### config.mk
export PLATFORM = sky130hd
export DESIGN_NAME = sdram_port_arbiter_flat
export DESIGN_NICKNAME = d
export VERILOG_FILES = /design/src/rtl/sdram_port_arbiter_if.sv /design/src/rtl/sdram_port_arbiter.sv /design/src/flat_wrapper.sv
export SDC_FILE = /design/constraint.sdc
export NUM_CORES = 1
export LEC_CHECK = 0
export CAP_MARGIN = 20
export CORE_ASPECT_RATIO = 0.6
export CORE_MARGIN = 3
export CORE_UTILIZATION = 33
export CTS_CLUSTER_DIAMETER = 200
export CTS_CLUSTER_SIZE = 16
export DETAILED_ROUTE_END_ITERATION = 12
export PLACE_DENSITY = 0.83
export SYNTH_ARGS = -nofsm -noshare
export SYNTH_HDL_FRONTEND = slang
export SYNTH_SLANG_ARGS = --single-unit
### constraint.sdc
create_clock -name clock -period 2.8 [get_ports clock]
set_clock_uncertainty 0.1 [all_clocks]
set_input_delay 0.28 -clock clock [delete_from_list [all_inputs] [get_ports clock]]
set_output_delay 0.28 -clock clock [all_outputs]
set_load 0.005 [all_outputs]
### src/rtl/sdram_port_arbiter_if.sv
// Bus bundle between the VGA fetcher / host path, the arbiter and the SDRAM controller.
// Stall counters exist only when SDRAM_ARB_STATS_EN is defined.
interface sdram_port_arbiter_if #(
    parameter int ADDR_W = 25,
    parameter int DATA_W = 16
);
    logic              iA_RD;
    logic [ADDR_W-1:0] iA_ADDR;
    logic              oA_WAIT_REQUEST;
    logic [DATA_W-1:0] oA_RD_DATA;
    logic              oA_RD_DATAVALID;

    logic              iB_RD;
    logic              iB_WR;
    logic [ADDR_W-1:0] iB_ADDR;
    logic [DATA_W-1:0] iB_WDATA;
    logic              oB_WAIT_REQUEST;
    logic [DATA_W-1:0] oB_RD_DATA;
    logic              oB_RD_DATAVALID;

    logic              oM_RD;
    logic              oM_WR;
    logic [ADDR_W-1:0] oM_ADDR;
    logic [DATA_W-1:0] oM_WDATA;
    logic              iM_WAIT_REQUEST;
    logic [DATA_W-1:0] iM_RD_DATA;
    logic              iM_RD_DATAVALID;

    logic              oERR_ORPHAN;
`ifdef SDRAM_ARB_STATS_EN
    logic              iSTATS_CLR;
    logic [15:0]       oA_STALL_CNT;
    logic [15:0]       oB_STALL_CNT;
`endif

    modport slave (
        input  iA_RD, iA_ADDR,
        output oA_WAIT_REQUEST, oA_RD_DATA, oA_RD_DATAVALID,
        input  iB_RD, iB_WR, iB_ADDR, iB_WDATA,
        output oB_WAIT_REQUEST, oB_RD_DATA, oB_RD_DATAVALID,
        output oM_RD, oM_WR, oM_ADDR, oM_WDATA,
        input  iM_WAIT_REQUEST, iM_RD_DATA, iM_RD_DATAVALID,
`ifdef SDRAM_ARB_STATS_EN
        input  iSTATS_CLR,
        output oA_STALL_CNT, oB_STALL_CNT,
`endif
        output oERR_ORPHAN
    );

    modport master (
        output iA_RD, iA_ADDR,
        input  oA_WAIT_REQUEST, oA_RD_DATA, oA_RD_DATAVALID,
        output iB_RD, iB_WR, iB_ADDR, iB_WDATA,
        input  oB_WAIT_REQUEST, oB_RD_DATA, oB_RD_DATAVALID,
        input  oM_RD, oM_WR, oM_ADDR, oM_WDATA,
        output iM_WAIT_REQUEST, iM_RD_DATA, iM_RD_DATAVALID,
`ifdef SDRAM_ARB_STATS_EN
        output iSTATS_CLR,
        input  oA_STALL_CNT, oB_STALL_CNT,
`endif
        input  oERR_ORPHAN
    );
endinterface

### src/rtl/sdram_port_arbiter.sv
// Two-port SDRAM arbiter: A (VGA fetch, read-only, high priority), B (host, rd/wr).
// Optional per-port stall counters under SDRAM_ARB_STATS_EN.
module sdram_port_arbiter #(
    parameter int MAX_PENDING = 8,
    parameter int ADDR_W      = 25,
    parameter int DATA_W      = 16
) (
    input  logic clock,
    input  logic iRST,
    sdram_port_arbiter_if.slave bus
);
    localparam int PW = $clog2(MAX_PENDING);
    localparam int CW = PW + 1;

    typedef enum logic [1:0] {IDLE, GNT_A, GNT_B} state_t;

    state_t            state, state_nx;
    logic [CW-1:0]     cnt;
    logic [PW-1:0]     wp, rp;
    logic [MAX_PENDING-1:0] tags;
    logic              err;

    logic              full, empty, b_req;
    logic              m_rd, m_wr, a_wait, b_wait;
    logic [ADDR_W-1:0] m_addr;
    logic [DATA_W-1:0] m_wdata;
    logic              accept, push, pop, b_acc, head;

    assign full  = (cnt == CW'(MAX_PENDING));
    assign empty = (cnt == '0);
    assign b_req = bus.iB_RD | bus.iB_WR;

    // Full-mask uses the registered count, so push+pop while full is safe.
    always_comb begin
        m_rd    = 1'b0;
        m_wr    = 1'b0;
        m_addr  = '0;
        m_wdata = '0;
        a_wait  = 1'b1;
        b_wait  = 1'b1;
        unique case (state)
            GNT_A: begin
                m_rd   = bus.iA_RD & ~full;
                m_addr = bus.iA_ADDR;
                a_wait = bus.iM_WAIT_REQUEST | full;
            end
            GNT_B: begin
                m_rd    = bus.iB_RD & ~full;
                m_wr    = bus.iB_WR;
                m_addr  = bus.iB_ADDR;
                m_wdata = bus.iB_WDATA;
                b_wait  = bus.iM_WAIT_REQUEST | (full & bus.iB_RD);
            end
            default: ;
        endcase
    end

    assign accept = (m_rd | m_wr) & ~bus.iM_WAIT_REQUEST;
    assign push   = m_rd & ~bus.iM_WAIT_REQUEST;
    assign pop    = bus.iM_RD_DATAVALID & ~empty;
    assign b_acc  = (state == GNT_B) & accept;
    assign head   = tags[rp];

    always_comb begin
        state_nx = state;
        unique case (state)
            IDLE: begin
                if (bus.iA_RD)  state_nx = GNT_A;
                else if (b_req) state_nx = GNT_B;
            end
            GNT_A: begin
                if (!bus.iA_RD) state_nx = b_req ? GNT_B : IDLE;
            end
            GNT_B: begin
                if (bus.iA_RD && (b_acc || !b_req)) state_nx = GNT_A;
                else if (!b_req)                    state_nx = IDLE;
            end
            default: state_nx = IDLE;
        endcase
    end

    always_ff @(posedge clock or posedge iRST) begin
        if (iRST) begin
            state <= IDLE;
            cnt   <= '0;
            wp    <= '0;
            rp    <= '0;
            tags  <= '0;
            err   <= 1'b0;
        end else begin
            state <= state_nx;
            cnt   <= cnt + CW'(push) - CW'(pop);
            if (push) begin
                tags[wp] <= (state == GNT_B);
                wp       <= wp + 1'b1;
            end
            if (pop) rp <= rp + 1'b1;
            if (bus.iM_RD_DATAVALID && empty) err <= 1'b1;
        end
    end

    assign bus.oM_RD           = m_rd;
    assign bus.oM_WR           = m_wr;
    assign bus.oM_ADDR         = m_addr;
    assign bus.oM_WDATA        = m_wdata;
    assign bus.oA_WAIT_REQUEST = a_wait;
    assign bus.oB_WAIT_REQUEST = b_wait;
    assign bus.oA_RD_DATA      = bus.iM_RD_DATA;
    assign bus.oB_RD_DATA      = bus.iM_RD_DATA;
    assign bus.oA_RD_DATAVALID = bus.iM_RD_DATAVALID & ~empty & ~head;
    assign bus.oB_RD_DATAVALID = bus.iM_RD_DATAVALID & ~empty & head;
    assign bus.oERR_ORPHAN     = err;

`ifdef SDRAM_ARB_STATS_EN
    logic [15:0] a_stall, b_stall;

    always_ff @(posedge clock or posedge iRST) begin
        if (iRST) begin
            a_stall <= '0;
            b_stall <= '0;
        end else if (bus.iSTATS_CLR) begin
            a_stall <= '0;
            b_stall <= '0;
        end else begin
            if (bus.iA_RD && a_wait && a_stall != 16'hFFFF)
                a_stall <= a_stall + 16'd1;
            if (b_req && b_wait && b_stall != 16'hFFFF)
                b_stall <= b_stall + 16'd1;
        end
    end

    assign bus.oA_STALL_CNT = a_stall;
    assign bus.oB_STALL_CNT = b_stall;
`endif
endmodule

### src/flat_wrapper.sv
// flat-port wrapper written by rule: the top's interface ports become plain ports
module sdram_port_arbiter_flat 
#(
    parameter int MAX_PENDING = 8,
    parameter int ADDR_W      = 25,
    parameter int DATA_W      = 16
)
  (clock, iRST, bus_iA_RD, bus_iA_ADDR, bus_oA_WAIT_REQUEST, bus_oA_RD_DATA, bus_oA_RD_DATAVALID, bus_iB_RD, bus_iB_WR, bus_iB_ADDR, bus_iB_WDATA, bus_oB_WAIT_REQUEST, bus_oB_RD_DATA, bus_oB_RD_DATAVALID, bus_oM_RD, bus_oM_WR, bus_oM_ADDR, bus_oM_WDATA, bus_iM_WAIT_REQUEST, bus_iM_RD_DATA, bus_iM_RD_DATAVALID, bus_oERR_ORPHAN);
  sdram_port_arbiter_if #(.ADDR_W(ADDR_W), .DATA_W(DATA_W)) bus_i ();
  input  logic clock;
  input  logic iRST;
  input wire logic [$bits(bus_i.iA_RD)-1:0] bus_iA_RD;
  input wire logic [$bits(bus_i.iA_ADDR)-1:0] bus_iA_ADDR;
  output wire logic [$bits(bus_i.oA_WAIT_REQUEST)-1:0] bus_oA_WAIT_REQUEST;
  output wire logic [$bits(bus_i.oA_RD_DATA)-1:0] bus_oA_RD_DATA;
  output wire logic [$bits(bus_i.oA_RD_DATAVALID)-1:0] bus_oA_RD_DATAVALID;
  input wire logic [$bits(bus_i.iB_RD)-1:0] bus_iB_RD;
  input wire logic [$bits(bus_i.iB_WR)-1:0] bus_iB_WR;
  input wire logic [$bits(bus_i.iB_ADDR)-1:0] bus_iB_ADDR;
  input wire logic [$bits(bus_i.iB_WDATA)-1:0] bus_iB_WDATA;
  output wire logic [$bits(bus_i.oB_WAIT_REQUEST)-1:0] bus_oB_WAIT_REQUEST;
  output wire logic [$bits(bus_i.oB_RD_DATA)-1:0] bus_oB_RD_DATA;
  output wire logic [$bits(bus_i.oB_RD_DATAVALID)-1:0] bus_oB_RD_DATAVALID;
  output wire logic [$bits(bus_i.oM_RD)-1:0] bus_oM_RD;
  output wire logic [$bits(bus_i.oM_WR)-1:0] bus_oM_WR;
  output wire logic [$bits(bus_i.oM_ADDR)-1:0] bus_oM_ADDR;
  output wire logic [$bits(bus_i.oM_WDATA)-1:0] bus_oM_WDATA;
  input wire logic [$bits(bus_i.iM_WAIT_REQUEST)-1:0] bus_iM_WAIT_REQUEST;
  input wire logic [$bits(bus_i.iM_RD_DATA)-1:0] bus_iM_RD_DATA;
  input wire logic [$bits(bus_i.iM_RD_DATAVALID)-1:0] bus_iM_RD_DATAVALID;
  output wire logic [$bits(bus_i.oERR_ORPHAN)-1:0] bus_oERR_ORPHAN;
  assign bus_i.iA_RD = bus_iA_RD;
  assign bus_i.iA_ADDR = bus_iA_ADDR;
  assign bus_oA_WAIT_REQUEST = bus_i.oA_WAIT_REQUEST;
  assign bus_oA_RD_DATA = bus_i.oA_RD_DATA;
  assign bus_oA_RD_DATAVALID = bus_i.oA_RD_DATAVALID;
  assign bus_i.iB_RD = bus_iB_RD;
  assign bus_i.iB_WR = bus_iB_WR;
  assign bus_i.iB_ADDR = bus_iB_ADDR;
  assign bus_i.iB_WDATA = bus_iB_WDATA;
  assign bus_oB_WAIT_REQUEST = bus_i.oB_WAIT_REQUEST;
  assign bus_oB_RD_DATA = bus_i.oB_RD_DATA;
  assign bus_oB_RD_DATAVALID = bus_i.oB_RD_DATAVALID;
  assign bus_oM_RD = bus_i.oM_RD;
  assign bus_oM_WR = bus_i.oM_WR;
  assign bus_oM_ADDR = bus_i.oM_ADDR;
  assign bus_oM_WDATA = bus_i.oM_WDATA;
  assign bus_i.iM_WAIT_REQUEST = bus_iM_WAIT_REQUEST;
  assign bus_i.iM_RD_DATA = bus_iM_RD_DATA;
  assign bus_i.iM_RD_DATAVALID = bus_iM_RD_DATAVALID;
  assign bus_oERR_ORPHAN = bus_i.oERR_ORPHAN;
  sdram_port_arbiter #(.MAX_PENDING(MAX_PENDING), .ADDR_W(ADDR_W), .DATA_W(DATA_W)) u_core (.clock(clock), .iRST(iRST), .bus(bus_i));
endmodule
Yosys cells after proc, flatten, opt, wreduce, memory -nomap -nowiden. Index checks and enable logic that the tools add are counted.

Bits in registers: 21. Output and inout port bits: 80. Logic and storage cells: 62.

Add/subtract/negate cells: 4. Order comparisons: 3. Eq/ne operators: 6. Mux-type cells: 18. Bitwise gates (word level): 17. Reduce and logical (&&, ||, !) cells: 8.

Operators by type and width (number): case mux 25 bit (2 select lines) (1); 2-to-1 mux 16 bit (1); 2-to-1 mux 2 bit (6); bitwise AND 1 bit (9); bitwise mux 8 bit (1); less-than comparator 3 x 4 -> 1 bit (second input constant) (2); adder 3 x 1 -> 3 bit (second input constant) (2); case mux 2 bit (3 select lines) (1); 2-to-1 mux 1 bit (5); adder 4 x 1 -> 4 bit (1); == test 4 bit (second input constant) (1); logical NOT 4 bit (1); inverter 1 bit (4); bitwise OR 1 bit (4); subtractor 4 x 1 -> 4 bit (1); binary-select mux 1 bit (select 3 bit) (1); demux 1 bit (select 3 bit) (1); >= comparator 3 x 1 -> 1 bit (second input constant) (1); logical AND 1 bit (3); != test 3 x 2 -> 1 bit (second input constant) (1); != test 3 bit (second input constant) (1); AND reduction 3 bit (1); == test 2 x 1 -> 1 bit (second input constant) (1); == test 2 bit (second input constant) (1); 5 further kinds (5).

Depth between registers and ports, before layout.
Depth in word-level cells: 11. Depth in mapped cells: 10. Gate-level depth less buffers: 9.

Worst setup path after synthesis. Ideal clock, no wire load.

Path type: reg-to-reg. From: reg u_core.state[0]. To: reg u_core.cnt[2]. Arrival: 2015 ps. Required time: 2577 ps. Setup slack: 562 ps. Stages on the path, launching flop included: 10. Clock period less this slack: 2238 ps. Path through: dfrtp_1 > inv_1 > ha_1 > buf_4 > mux2i_1 > nor4b_4 > buf_6 > ha_1 > fa_1 > xor2_1.

Cells in the longest elaborated chain, start to end: 5. Elaborated cells on any way between the ends: 6.

Ends and longest elaborated chain: start: declaration (RTL line sdram_port_arbiter.sv:17) `state_t state, state_nx;`; start signal: assignment (RTL line sdram_port_arbiter.sv:91) `state <= state_nx;`; == test 2 bit / == test 2 x 1 -> 1 bit (equally long branches) (RTL line sdram_port_arbiter.sv:41) `unique case (state)`; case mux 1 bit (2 select lines) * (RTL line sdram_port_arbiter.sv:41); bitwise AND 1 bit * (RTL line sdram_port_arbiter.sv:59) `assign push = m_rd & ~bus.iM_WAIT_REQUEST;`; via u_core.push (RTL line sdram_port_arbiter.sv:27) `logic accept, push, pop, b_acc, head;`; adder 4 x 1 -> 4 bit * (RTL line sdram_port_arbiter.sv:92) `cnt <= cnt + CW'(push) - CW'(pop);`; subtractor 4 x 1 -> 4 bit * (RTL line sdram_port_arbiter.sv:92); end signal: assignment (RTL line sdram_port_arbiter.sv:92); end: declaration (RTL line sdram_port_arbiter.sv:18) `logic [CW-1:0] cnt;`.

The timed path passes the listed nets; every way through them passes the cells marked *. A chain may end at the register's enable or synchronous reset.

Worst setup path after layout.
From: reg u_core.state[1]. To: out bus_oM_RD.

Cells in the longest elaborated chain, start to end: 2. Elaborated cells on any way between the ends: 3.

Ends and longest elaborated chain: == test 2 bit / == test 2 x 1 -> 1 bit (equally long branches) (RTL line sdram_port_arbiter.sv:41); case mux 1 bit (2 select lines) * (RTL line sdram_port_arbiter.sv:41); end: declaration (RTL line flat_wrapper.sv:24) `output wire logic [$bits(bus_i.oM_RD)-1:0] bus_oM_RD;`.

Every way passes the cells marked *; elsewhere a longest branch is shown, timed or not.

==> tab_implementation.tex <==
\begin{tabular}{lr}
\hline
Metric & Value \\
\hline
\multicolumn{2}{l}{\textbf{Pwr}} \\
Lkg Pwr & 1.22 nW \\
Cell Pwr Density & 800 mW/mm2 \\
Peak supply drop & between 0.0003 and 0.0004 V \\
Overall power consumption & about 0.0025 W \\
Design internal power & between 0.0015 and 0.002 W \\
Clock share of power & 0.081 \\
Part of the total power dissipated in sequential elements & 0.244 \\
Net Sw Frac & 0.376 \\
Switching power total & 0.000928 W \\
Combinational share of power & 0.675 \\
\multicolumn{2}{l}{\textbf{Logic synthesis}} \\
Number of enable-type register cells in the synthesized netlist & 0 \\
Most frequent cells after synthesis & 33 x buf\_4, 26 x nor2b\_1, 25 x a22oi\_1 \\
Mean cell area of the mapped netlist & 9.21 um2 \\
Number of synthesized register bits & 21 \\
Cell type contributing the most total cell area after synthesis & dfrtp\_1 \\
Compound-cell area share of the yosys netlist & 0.133 \\
Multiplexer fraction of the synthesized cell area & 0.0945 \\
Dominant combinational cell family by area after synthesis & simple AND/OR/NAND/NOR gates \\
Synth Area in Simple Gates & 0.225 \\
Largest cells by area after synthesis & dfrtp\_1 26\%, buf\_4 12\%, a22oi\_1 9.4\%, nor2b\_1 8.1\%, ha\_1 7.5\% \\
Post-synthesis instance area & 0.00200 mm2 \\
Post-synthesis share of cell area spent on full adders, half adders and majority gates & 0.0851 \\
Gate count after technology mapping & 217 \\
Share of synthesized area occupied by flip-flops and latches & 0.263 \\
Portion of synthesized cell area occupied by the leading cell type & 0.263 \\
Post-synthesis async set-or-reset flop share & 1.00 \\
Number of nets in the synthesized netlist & 319 \\
Ys flop type & dfrtp\_1 \\
Most instantiated library cell after synthesis & buf\_4 \\
Number of distinct library cell variants in the gate-level netlist after synthesis & 39 \\
Xor and xnor fraction of the mapped netlist area & 0.0263 \\
Number of warnings issued by yosys & 0 \\
\multicolumn{2}{l}{\textbf{Outcome}} \\
Status & complete, no violations \\
\multicolumn{2}{l}{\textbf{Routing}} \\
Via count normalized by instance count & 4.73 \\
Routed len/inst & about 14 um \\
DR pass1 iterations & 4 \\
DRC viols & 0 \\
Count of vias placed by the detailed router & between 1500 and 2000 \\
DRC violation total after the first TritonRoute iteration & 49 \\
Total wire length after detailed routing & 5490 um \\
Post-route antenna net violation count & 0 \\
\multicolumn{2}{l}{\textbf{Global route}} \\
Total track usage & 0.146 \\
Initial antenna violation count & 0 \\
Maximum number of pins on one net before global-route repair & 29 \\
Via count of the first global-routing pass & 1721 \\
Sum of overflow across all layers after global routing & 0 \\
Global-route wire length before repair & around 8400 um \\
\multicolumn{2}{l}{\textbf{Worst setup path}} \\
Critical path startpoint & u\_core.state[1] \\
Max Fanout on Critical Path & 17 \\
Cells on worst reg2reg path & 6 \\
Kind of launch point of the worst setup path & flop \\
CP Capture Type & output port \\
Path type of the worst setup path & reg -> out \\
Reg-to-reg critical path startpoint & u\_core.state[0] \\
Data required time at the worst endpoint & between 2 and 2.5 ns \\
Worst Path Arrival & about 2.2 ns \\
\multicolumn{2}{l}{\textbf{Layout}} \\
Area of all placed cells without fillers & 0.00309 mm2 \\
Area taken by flip-flops and latches & around 530 um2 \\
Area added between synthesis and finish & 54.4\% \\
Utilization of the core after routing & 0.541 \\
Non-filler cells in the finished layout & 380 \\
Number of antenna diodes & 0 \\
Count of nets after finishing & 403 \\
Area occupied by multi-input gates & 0.00113 mm2 \\
Fraction of final layout cells with drive strength greater than 1 & 0.0667 \\
Fillcell total & 494 \\
\multicolumn{2}{l}{\textbf{Die}} \\
Die Height & 66.3 um \\
Number of placement rows & 21 \\
Placeable core area & roughly 0.0057 mm2 \\
Effective utilization at floorplan & 0.351 \\
X dimension of the die & 106 um \\
Die area & 0.00706 mm2 \\
Number of primary I/O pins & between 150 and 200 \\
\multicolumn{2}{l}{\textbf{Clock network}} \\
H-tree depth & 1 \\
CTS root buf & clkbuf\_8 \\
TritonCTS clock tree & done \\
Clock network latency to the later pin of the worst-skew pair & 0.26 ns \\
CTS buffer count & 3 \\
Worst-path clk slew & around 0.08 ns \\
Number of buffers on the longest clock path & 2 \\
Clock sink total & 21 \\
Hold-fix buffers, CTS & 0 \\
\multicolumn{2}{l}{\textbf{STA}} \\
Post-layout minimum cycle time & 2.61 ns \\
Final worst-path cycle share & 0.930 \\
Pin slew with the least headroom to its limit & 0.777 ns \\
Worst slew margin relative to its limit & 0.482 \\
Sum of negative setup slack & 0 ns \\
Number of max-slew violations in the final report & 0 \\
Max Clock Freq & 384 MHz \\
Setup violators final & 0 \\
Unrepaired setup endpoints after global routing & false \\
Number of endpoints with negative hold slack in the final report & 0 \\
\multicolumn{2}{l}{\textbf{Placement}} \\
Port Buf Inserts & 120 \\
Post-DP HPWL & 4460 um \\
Placed cells & 376 \\
Area after DPL & 0.00304 mm2 \\
Weighted congestion at the end of routability-driven global placement & 0.734 \\
\multicolumn{2}{l}{\textbf{Flow run}} \\
Max-cap check violation count & 0 \\
\multicolumn{2}{l}{\textbf{Min path}} \\
Class of the tightest hold or removal check & in -> async \\
\hline
\end{tabular}
-- final cells by class --
type	instances	area share
sequential	21	0.170
clock inverter	1	0.00162
clock buffer	3	0.0134
tap	80	0.0324
inverter	10	0.0122
timing repair buffer	126	0.404
multi-input combinational	139	0.366
-- routing by layer --
layer	vias to the layer above	GRT usage	share of wire
met4	0	0.0223	0.0058
li1	879	-	-
met5	-	0	0
met1	839	0.187	0.43
met3	4	0.0644	0.10
met2	76	0.233	0.47
-- state kept, by name, summed over array words and instances (netlist names) --
name                    cells
u_core.wp                   3
u_core.bus.oERR_ORPHAN      1
u_core.tags                 8
u_core.cnt                  4
u_core.rp                   3
u_core.state                2
-- final timing paths --
check / to / slack [ns]
min in group clock: u_core.bus.oERR_ORPHAN / 0.38
worst min register to register: u_core.bus.oERR_ORPHAN / 0.38
max in group asynchronous: u_core.wp[0] / 1.76
worst max register to register: u_core.cnt[1] / 0.45
worst min-delay path: u_core.cnt[0] / 0.35
worst max-delay path: bus_oM_RD / 0.19
-- cell usage in the layout (no fill, tap or decap), types with 2 or more instances in the layout --
cell type	Yosys	layout
nand4b_1	3	3
nand3_1	2	2
xnor2_1	2	2
nand2_1	6	6
nand3b_1	2	2
and2_1	18	18
buf_4	33	6
clkbuf_8	0	3
xor2_1	4	4
clkdlybuf4s50_1	0	120
mux2i_1	2	2
a22oi_1	25	25
dfrtp_1	21	21
a21oi_1	2	2
nor2_1	4	4
mux2_1	8	8
o21ai_0	2	2
mux4_2	2	2
ha_1	12	11
mux2_2	3	3
inv_1	10	10
nor2b_1	26	26
-- critical path, stage by stage, from the launching register on --
cell and delay (ns):
dfrtp_1 0.42, inv_1 0.08, ha_1 0.48, buf_4 0.25, nor3b_1 0.19, clkdlybuf4s50_1 0.55
-- stage by stage --
stage / hold slack [ns] / worst slack [ns]
finish: 0.353 / 0.195
global route: 0.403 / 0.0109
CTS: 0.382 / 0.130
detailed placement: 0.362 / 0.337
global placement: 0.365 / 0.426
floorplan: 0.157 / 0.562
-- repair_timing --
action | CTS | global route
gates resized for setup | 0 | 1
endpoints found under the hold margin | 0 | 0
setup endpoints to repair | 0 | 5
buffers inserted | 0 | 0
-- power groups by stage --
stage                     Combinational [W]  Clock, W  Sequential, W
after floorplan                     0.00102         0       0.000538
after global placement              0.00164         0       0.000594
after detailed placement            0.00169         0       0.000605
after CTS                           0.00170  0.000204       0.000599
after global routing                0.00185  0.000220       0.000624
final                               0.00167  0.000200       0.000602
-- cell families after synthesis --
group	after synthesis
mux	15
simple gates	69
xor+xnor	6
compound gates	36
buf+inv	57
fa+ha+maj	13
flops	21
Power figures use the tool's default switching activity.
